==> config.mk <==
export PLATFORM = sky130hd
export DESIGN_NAME = nr4sdm_decoder_flat
export DESIGN_NICKNAME = d
export VERILOG_FILES = /design/src/rtl/nr4sdm_pkg.sv /design/src/rtl/nr4sdm_if.sv /design/src/rtl/nr4sdm_digit_dec.sv /design/src/rtl/nr4sdm_decoder.sv /design/src/flat_wrapper.sv
export SDC_FILE = /design/constraint.sdc
export NUM_CORES = 1
export LEC_CHECK = 0
export CAP_MARGIN = 10
export CORE_ASPECT_RATIO = 0.7
export CORE_UTILIZATION = 50
export CTS_CLUSTER_DIAMETER = 30
export DETAILED_ROUTE_END_ITERATION = 12
export HOLD_SLACK_MARGIN = 0.08
export PLACE_DENSITY = 0.72
export SLEW_MARGIN = 10
export SYNTH_ARGS = -nofsm -noshare
export SYNTH_HDL_FRONTEND = slang
export SYNTH_SLANG_ARGS = --single-unit
export TNS_END_PERCENT = 1
==> constraint.sdc <==
create_clock -name clk -period 4.6 [get_ports clk]
set_clock_uncertainty 0.2 [all_clocks]
set_input_delay 0.46 -clock clk [delete_from_list [all_inputs] [get_ports clk]]
set_output_delay 0.46 -clock clk [all_outputs]
set_load 0.05 [all_outputs]
==> src/rtl/nr4sdm_pkg.sv <==
// Shared defaults, FSM state encoding and decoded-digit type for the NR4SD-/MB decoder.
package nr4sdm_pkg;
  localparam int NUM_DIGITS_DEF = 15;
  localparam int WIDTH_DEF      = 2 * NUM_DIGITS_DEF + 2;

  typedef enum logic [1:0] {
    IDLE = 2'd0,
    RUN  = 2'd1,
    DONE = 2'd2
  } state_e;

  // val is a 3-bit two's-complement digit in -2..2
  typedef struct packed {
    logic [2:0] val;
    logic       illegal;
  } digit_t;
endpackage

==> src/rtl/nr4sdm_if.sv <==
// Digit-set request / result response bus between producer-consumer and decoder.
interface nr4sdm_if #(
  parameter int NUM_DIGITS = 15,
  parameter int WIDTH      = 32
);
  logic                  in_valid;
  logic                  in_ready;
  logic [NUM_DIGITS-1:0] nm;
  logic [NUM_DIGITS-1:0] np;
  logic                  sign;
  logic                  one;
  logic                  two;
  logic                  out_valid;
  logic                  out_ready;
  logic [WIDTH-1:0]      a;
  logic                  err;

  modport master (
    output in_valid, nm, np, sign, one, two, out_ready,
    input  in_ready, out_valid, a, err
  );

  modport slave (
    input  in_valid, nm, np, sign, one, two, out_ready,
    output in_ready, out_valid, a, err
  );
endinterface

==> src/rtl/nr4sdm_digit_dec.sv <==
// Combinational digit decoder: NR4SD- pair (nm,np) or Modified Booth (sign,one,two).
module nr4sdm_digit_dec
  import nr4sdm_pkg::*;
(
  input  logic   mb_mode,
  input  logic   nm,
  input  logic   np,
  input  logic   sign,
  input  logic   one,
  input  logic   two,
  output digit_t dig
);
  logic [2:0] mag;

  always_comb begin
    mag = 3'd0;
    dig = '0;
    if (mb_mode) begin
      // one&two is illegal and decodes as zero magnitude
      dig.illegal = one & two;
      if (one & ~two)      mag = 3'd1;
      else if (two & ~one) mag = 3'd2;
      dig.val = sign ? (3'd0 - mag) : mag;
    end else begin
      unique case ({nm, np})
        2'b01:   dig.val = 3'b001;
        2'b10:   dig.val = 3'b110;
        2'b11:   dig.val = 3'b111;
        default: dig.val = 3'b000;
      endcase
    end
  end
endmodule

==> src/rtl/nr4sdm_decoder.sv <==
// Sequential NR4SD- to two's-complement decoder: Horner accumulation, one digit per cycle, MSB first.
module nr4sdm_decoder
  import nr4sdm_pkg::*;
#(
  parameter int NUM_DIGITS = NUM_DIGITS_DEF,
  parameter int WIDTH      = WIDTH_DEF
) (
  input logic     clk,
  input logic     rst,
  nr4sdm_if.slave bus
);
  localparam int CNT_W = (NUM_DIGITS > 1) ? $clog2(NUM_DIGITS) : 1;

  state_e                state_q, state_d;
  logic [NUM_DIGITS-1:0] nm_q, nm_d;
  logic [NUM_DIGITS-1:0] np_q, np_d;
  logic [WIDTH-1:0]      acc_q, acc_d;
  logic [CNT_W-1:0]      cnt_q, cnt_d;
  logic                  err_pend_q, err_pend_d;
  logic [WIDTH-1:0]      a_q, a_d;
  logic                  err_q, err_d;
  logic                  out_valid_q, out_valid_d;

  digit_t           mb_dig, run_dig;
  logic [WIDTH-1:0] mb_ext, run_ext;

  nr4sdm_digit_dec u_mb_dec (
    .mb_mode (1'b1),
    .nm      (1'b0),
    .np      (1'b0),
    .sign    (bus.sign),
    .one     (bus.one),
    .two     (bus.two),
    .dig     (mb_dig)
  );

  nr4sdm_digit_dec u_run_dec (
    .mb_mode (1'b0),
    .nm      (nm_q[cnt_q]),
    .np      (np_q[cnt_q]),
    .sign    (1'b0),
    .one     (1'b0),
    .two     (1'b0),
    .dig     (run_dig)
  );

  assign mb_ext  = {{(WIDTH-3){mb_dig.val[2]}},  mb_dig.val};
  assign run_ext = {{(WIDTH-3){run_dig.val[2]}}, run_dig.val};

  always_comb begin
    state_d     = state_q;
    nm_d        = nm_q;
    np_d        = np_q;
    acc_d       = acc_q;
    cnt_d       = cnt_q;
    err_pend_d  = err_pend_q;
    a_d         = a_q;
    err_d       = err_q;
    out_valid_d = out_valid_q;
    unique case (state_q)
      IDLE: begin
        if (bus.in_valid) begin
          nm_d       = bus.nm;
          np_d       = bus.np;
          acc_d      = mb_ext;
          cnt_d      = CNT_W'(NUM_DIGITS - 1);
          err_pend_d = mb_dig.illegal;
          state_d    = RUN;
        end
      end
      RUN: begin
        acc_d = (acc_q << 2) + run_ext;
        if (cnt_q == '0) state_d = DONE;
        else             cnt_d   = cnt_q - 1'b1;
      end
      DONE: begin
        // first DONE cycle publishes the result into the output register
        if (!out_valid_q) begin
          a_d         = acc_q;
          err_d       = err_pend_q;
          out_valid_d = 1'b1;
        end else if (bus.out_ready) begin
          out_valid_d = 1'b0;
          state_d     = IDLE;
        end
      end
      default: state_d = IDLE;
    endcase
  end

  always_ff @(posedge clk) begin
    if (rst) begin
      state_q     <= IDLE;
      nm_q        <= '0;
      np_q        <= '0;
      acc_q       <= '0;
      cnt_q       <= '0;
      err_pend_q  <= 1'b0;
      a_q         <= '0;
      err_q       <= 1'b0;
      out_valid_q <= 1'b0;
    end else begin
      state_q     <= state_d;
      nm_q        <= nm_d;
      np_q        <= np_d;
      acc_q       <= acc_d;
      cnt_q       <= cnt_d;
      err_pend_q  <= err_pend_d;
      a_q         <= a_d;
      err_q       <= err_d;
      out_valid_q <= out_valid_d;
    end
  end

  assign bus.in_ready  = (state_q == IDLE);
  assign bus.out_valid = out_valid_q;
  assign bus.a         = a_q;
  assign bus.err       = err_q;
endmodule

==> src/flat_wrapper.sv <==
// flat-port wrapper written by rule: the top's interface ports become plain ports
module nr4sdm_decoder_flat import nr4sdm_pkg::*;
#(
  parameter int NUM_DIGITS = NUM_DIGITS_DEF,
  parameter int WIDTH      = WIDTH_DEF
)
  (clk, rst, bus_in_valid, bus_nm, bus_np, bus_sign, bus_one, bus_two, bus_out_ready, bus_in_ready, bus_out_valid, bus_a, bus_err);
  nr4sdm_if #(.NUM_DIGITS(NUM_DIGITS), .WIDTH(WIDTH)) bus_i ();
  input logic clk;
  input logic rst;
  input wire logic [$bits(bus_i.in_valid)-1:0] bus_in_valid;
  input wire logic [$bits(bus_i.nm)-1:0] bus_nm;
  input wire logic [$bits(bus_i.np)-1:0] bus_np;
  input wire logic [$bits(bus_i.sign)-1:0] bus_sign;
  input wire logic [$bits(bus_i.one)-1:0] bus_one;
  input wire logic [$bits(bus_i.two)-1:0] bus_two;
  input wire logic [$bits(bus_i.out_ready)-1:0] bus_out_ready;
  output wire logic [$bits(bus_i.in_ready)-1:0] bus_in_ready;
  output wire logic [$bits(bus_i.out_valid)-1:0] bus_out_valid;
  output wire logic [$bits(bus_i.a)-1:0] bus_a;
  output wire logic [$bits(bus_i.err)-1:0] bus_err;
  assign bus_i.in_valid = bus_in_valid;
  assign bus_i.nm = bus_nm;
  assign bus_i.np = bus_np;
  assign bus_i.sign = bus_sign;
  assign bus_i.one = bus_one;
  assign bus_i.two = bus_two;
  assign bus_i.out_ready = bus_out_ready;
  assign bus_in_ready = bus_i.in_ready;
  assign bus_out_valid = bus_i.out_valid;
  assign bus_a = bus_i.a;
  assign bus_err = bus_i.err;
  nr4sdm_decoder #(.NUM_DIGITS(NUM_DIGITS), .WIDTH(WIDTH)) u_core (.clk(clk), .rst(rst), .bus(bus_i));
endmodule
==> impl_metrics.toml <==
[critical_path]
worst-path-buf-inv = 1
cp.required_ns = 4.69
r2r-start = "u_core.cnt_q[0]"
crit_type = "flip-flop to flip-flop"
worstPathCellList = "mux4_2, mux4_2, buf_4, ha_1, and3_2, a211oi_1, nor3_1, o21ai_1, a31oi_1, nor4b_1, a211o_1"
end_kind = "flip-flop"
crit_family = "compound AO/OA/AOI/OAI gates"
crit_arrival_ns = 4.42
r2r_slack_ns = 0.27
crit_fanout = 16
r2r_end = "u_core.acc_q[29]"
reg2reg_depth = 11
slowest_delay_ns = 0.59
startpoint = "u_core.cnt_q[0]"
cpMaxStageDelayCell = "a211oi_1"
cp-start-kind = "flip-flop"
cpMostUsedCell = "mux4_2"

[detailed_routing]
drt_iter0_drc = 417
vias = 5138
first_pass_iters = 5
drcViolationCount = 0
routed_wirelength_um = 13600
post_drt_wl_per_cell_um = 15.1
vias_per_cell = 5.69
ant_nets = 0

[cells_and_area]
final_common_cell = "nand2_1"
n_antenna_cell = 0
final_util_pct = 62.9
drive_gt1_share_pct = 6.49
syn2layout_area_growth_pct = 20.5
layout_common_cells = "nand2_1 (158), a21oi_1 (119), dfxtp_1 (103)"
finish.net_count = 821
fin_cells = 903
postLayoutCellArea_um2 = 6610

[synthesis]
synth_nets = 772
synth-seq-cells = 103
syn_area_per_cell_um2 = 7.83
syn_area_um2 = 5490
synthCells = 701
synth-async-reset-ratio_pct = 0
yosys.cell_types.count = 56
ys.flop_type = "dfxtp_1"
synth_edf_count = 0
yosysSeqAreaShare_pct = 37.6
yosys_warnings = 0

[global_route]
antenna_found_initial = 0
grt_overflow_total = 0
grt_max_degree = 74
grt_pass1_wl_um = 22500
grt_pass1_vias = 4710
grt_use_total_pct = 25.1

[hold_path]
holdPathEnd = "u_core.bus.a[21]"
worstHoldPathCells = 2
hold_path_class = "flip-flop to flip-flop"
worstHoldStart = "u_core.bus.a[21]"

[sta]
fmax_ghz = 0.231
drv_slew = 0
fin_crit_ns = 4.33
max_slew.worst_pin.slew_ns = 1.04
setup_tns_ns = 0
setup_violations = 0
worst_hold_slack_ns = 0.250
final_hold_viol_count = 0
relSlewSlack_pct = 30.7
rsz0062_at_grt = "false"
finalCritPeriodShare_pct = 94.1
finalWorstSetupSlack_ns = 0.273

[die]
dieArea_um2 = 11400
rows = 31
start_util_pct = 52.2
io_pins = 72
die_h_um = 89.6
coreArea_um2 = 10500
die_w_um = 127

[clock_network]
cts_tree = "done"
cts.clk_slew.worst_paths_ns = 0.07
cts_max_path_buffers = 2
clk_latency_ns = 0.36
numCtsBuffers = 9
clockRootBuffer = "clkbuf_16"
cts.htree.levels = 3
cts_hold_buffers = 0
clock_sinks = 103
cts_resized = 0
post-cts-setup-buffer-count = 0

[place]
gp_congestion = 0.962
placed_area_um2 = 6290
post-dp-hpwl_um = 9810
place_ws_ns = 0.363
port_buffers = 71
dp.cells = 887

[flow_run]
maxCapViolCount = 0

[power_and_ir_drop]
power_mw = 2.74
p_leak_nw = 2.57
irDropWorstVdd_v = 0.000203
power.density_nw_per_um2 = 415

[outcome]
status = "finished, final reports clean"
power by group:
part	internal [mW]	switching, mW	leakage [nW]	total, mW
Sequential	0.977	0.0795	0.843	1.06
Combinational	0.339	0.534	1.57	0.873
Clock	0.457	0.356	0.153	0.813
cell families after synthesis:
group                      synth area share (%)
adders and majority gates                  7.89
AOI/OAI and AO/OA                          21.3
buffers and inverters                      3.35
DFF                                        37.6
and+or+nand+nor                            21.6
muxes                                      4.40
xor gates and xnor gates                   3.83
synthesized netlist by cell type (9+ instances only):
library cell	n	share of area [%]
a21o_1	9	1.2
a21oi_1	119	11
clkbuf_1	36	2.5
dfxtp_1	103	38
ha_1	33	7.5
nand2_1	158	11
nor2_1	54	3.7
nor3_1	20	1.8
o21ai_0	20	1.8
o22ai_1	11	1.3
xnor2_1	11	1.8
xor2_1	13	2.1
sequential cells by signal, summed over array words and instances, names as in the netlist:
| name | count |
|---|---|
| u_core.err_pend_q | 1 |
| u_core.bus.out_valid | 1 |
| u_core.bus.err | 1 |
| u_core.nm_q | 15 |
| u_core.np_q | 15 |
| u_core.state_q | 2 |
| u_core.bus.a | 32 |
| u_core.acc_q | 32 |
| u_core.cnt_q | 4 |
metal layers:
layer  wire, um  track usage [%]
met5          0                0
met4        144             6.39
met3        992             5.63
met2       5910             39.1
met1       6570             35.5
worst max-delay path by stage:
stage	end	depth (start not counted)	slack, ns
finish	u_core.acc_q[29]	11	0.27
detailed placement	u_core.acc_q[29]	11	0.36
global placement	u_core.acc_q[29]	11	0.46
global route	u_core.acc_q[29]	11	0.03
CTS	u_core.acc_q[29]	11	0.34
floorplan	u_core.acc_q[24]	12	0.25
layout make-up:
cell class,count,area [um^2]
multi-input combinational,550,3250
clock inverter,5,63.8
inverter,5,18.8
fill,937,3900
clock buffer,11,253
sequential,103,2060
tap,148,185
timing repair buffer,81,781
tightest hold or removal path: cells and delay by family, from the launching register on:
family	cells	cell delay, ns
compound gates	1	0.05
simple gates	1	0.05
flops	1	0.31
(Power assumes the default switching activity.)
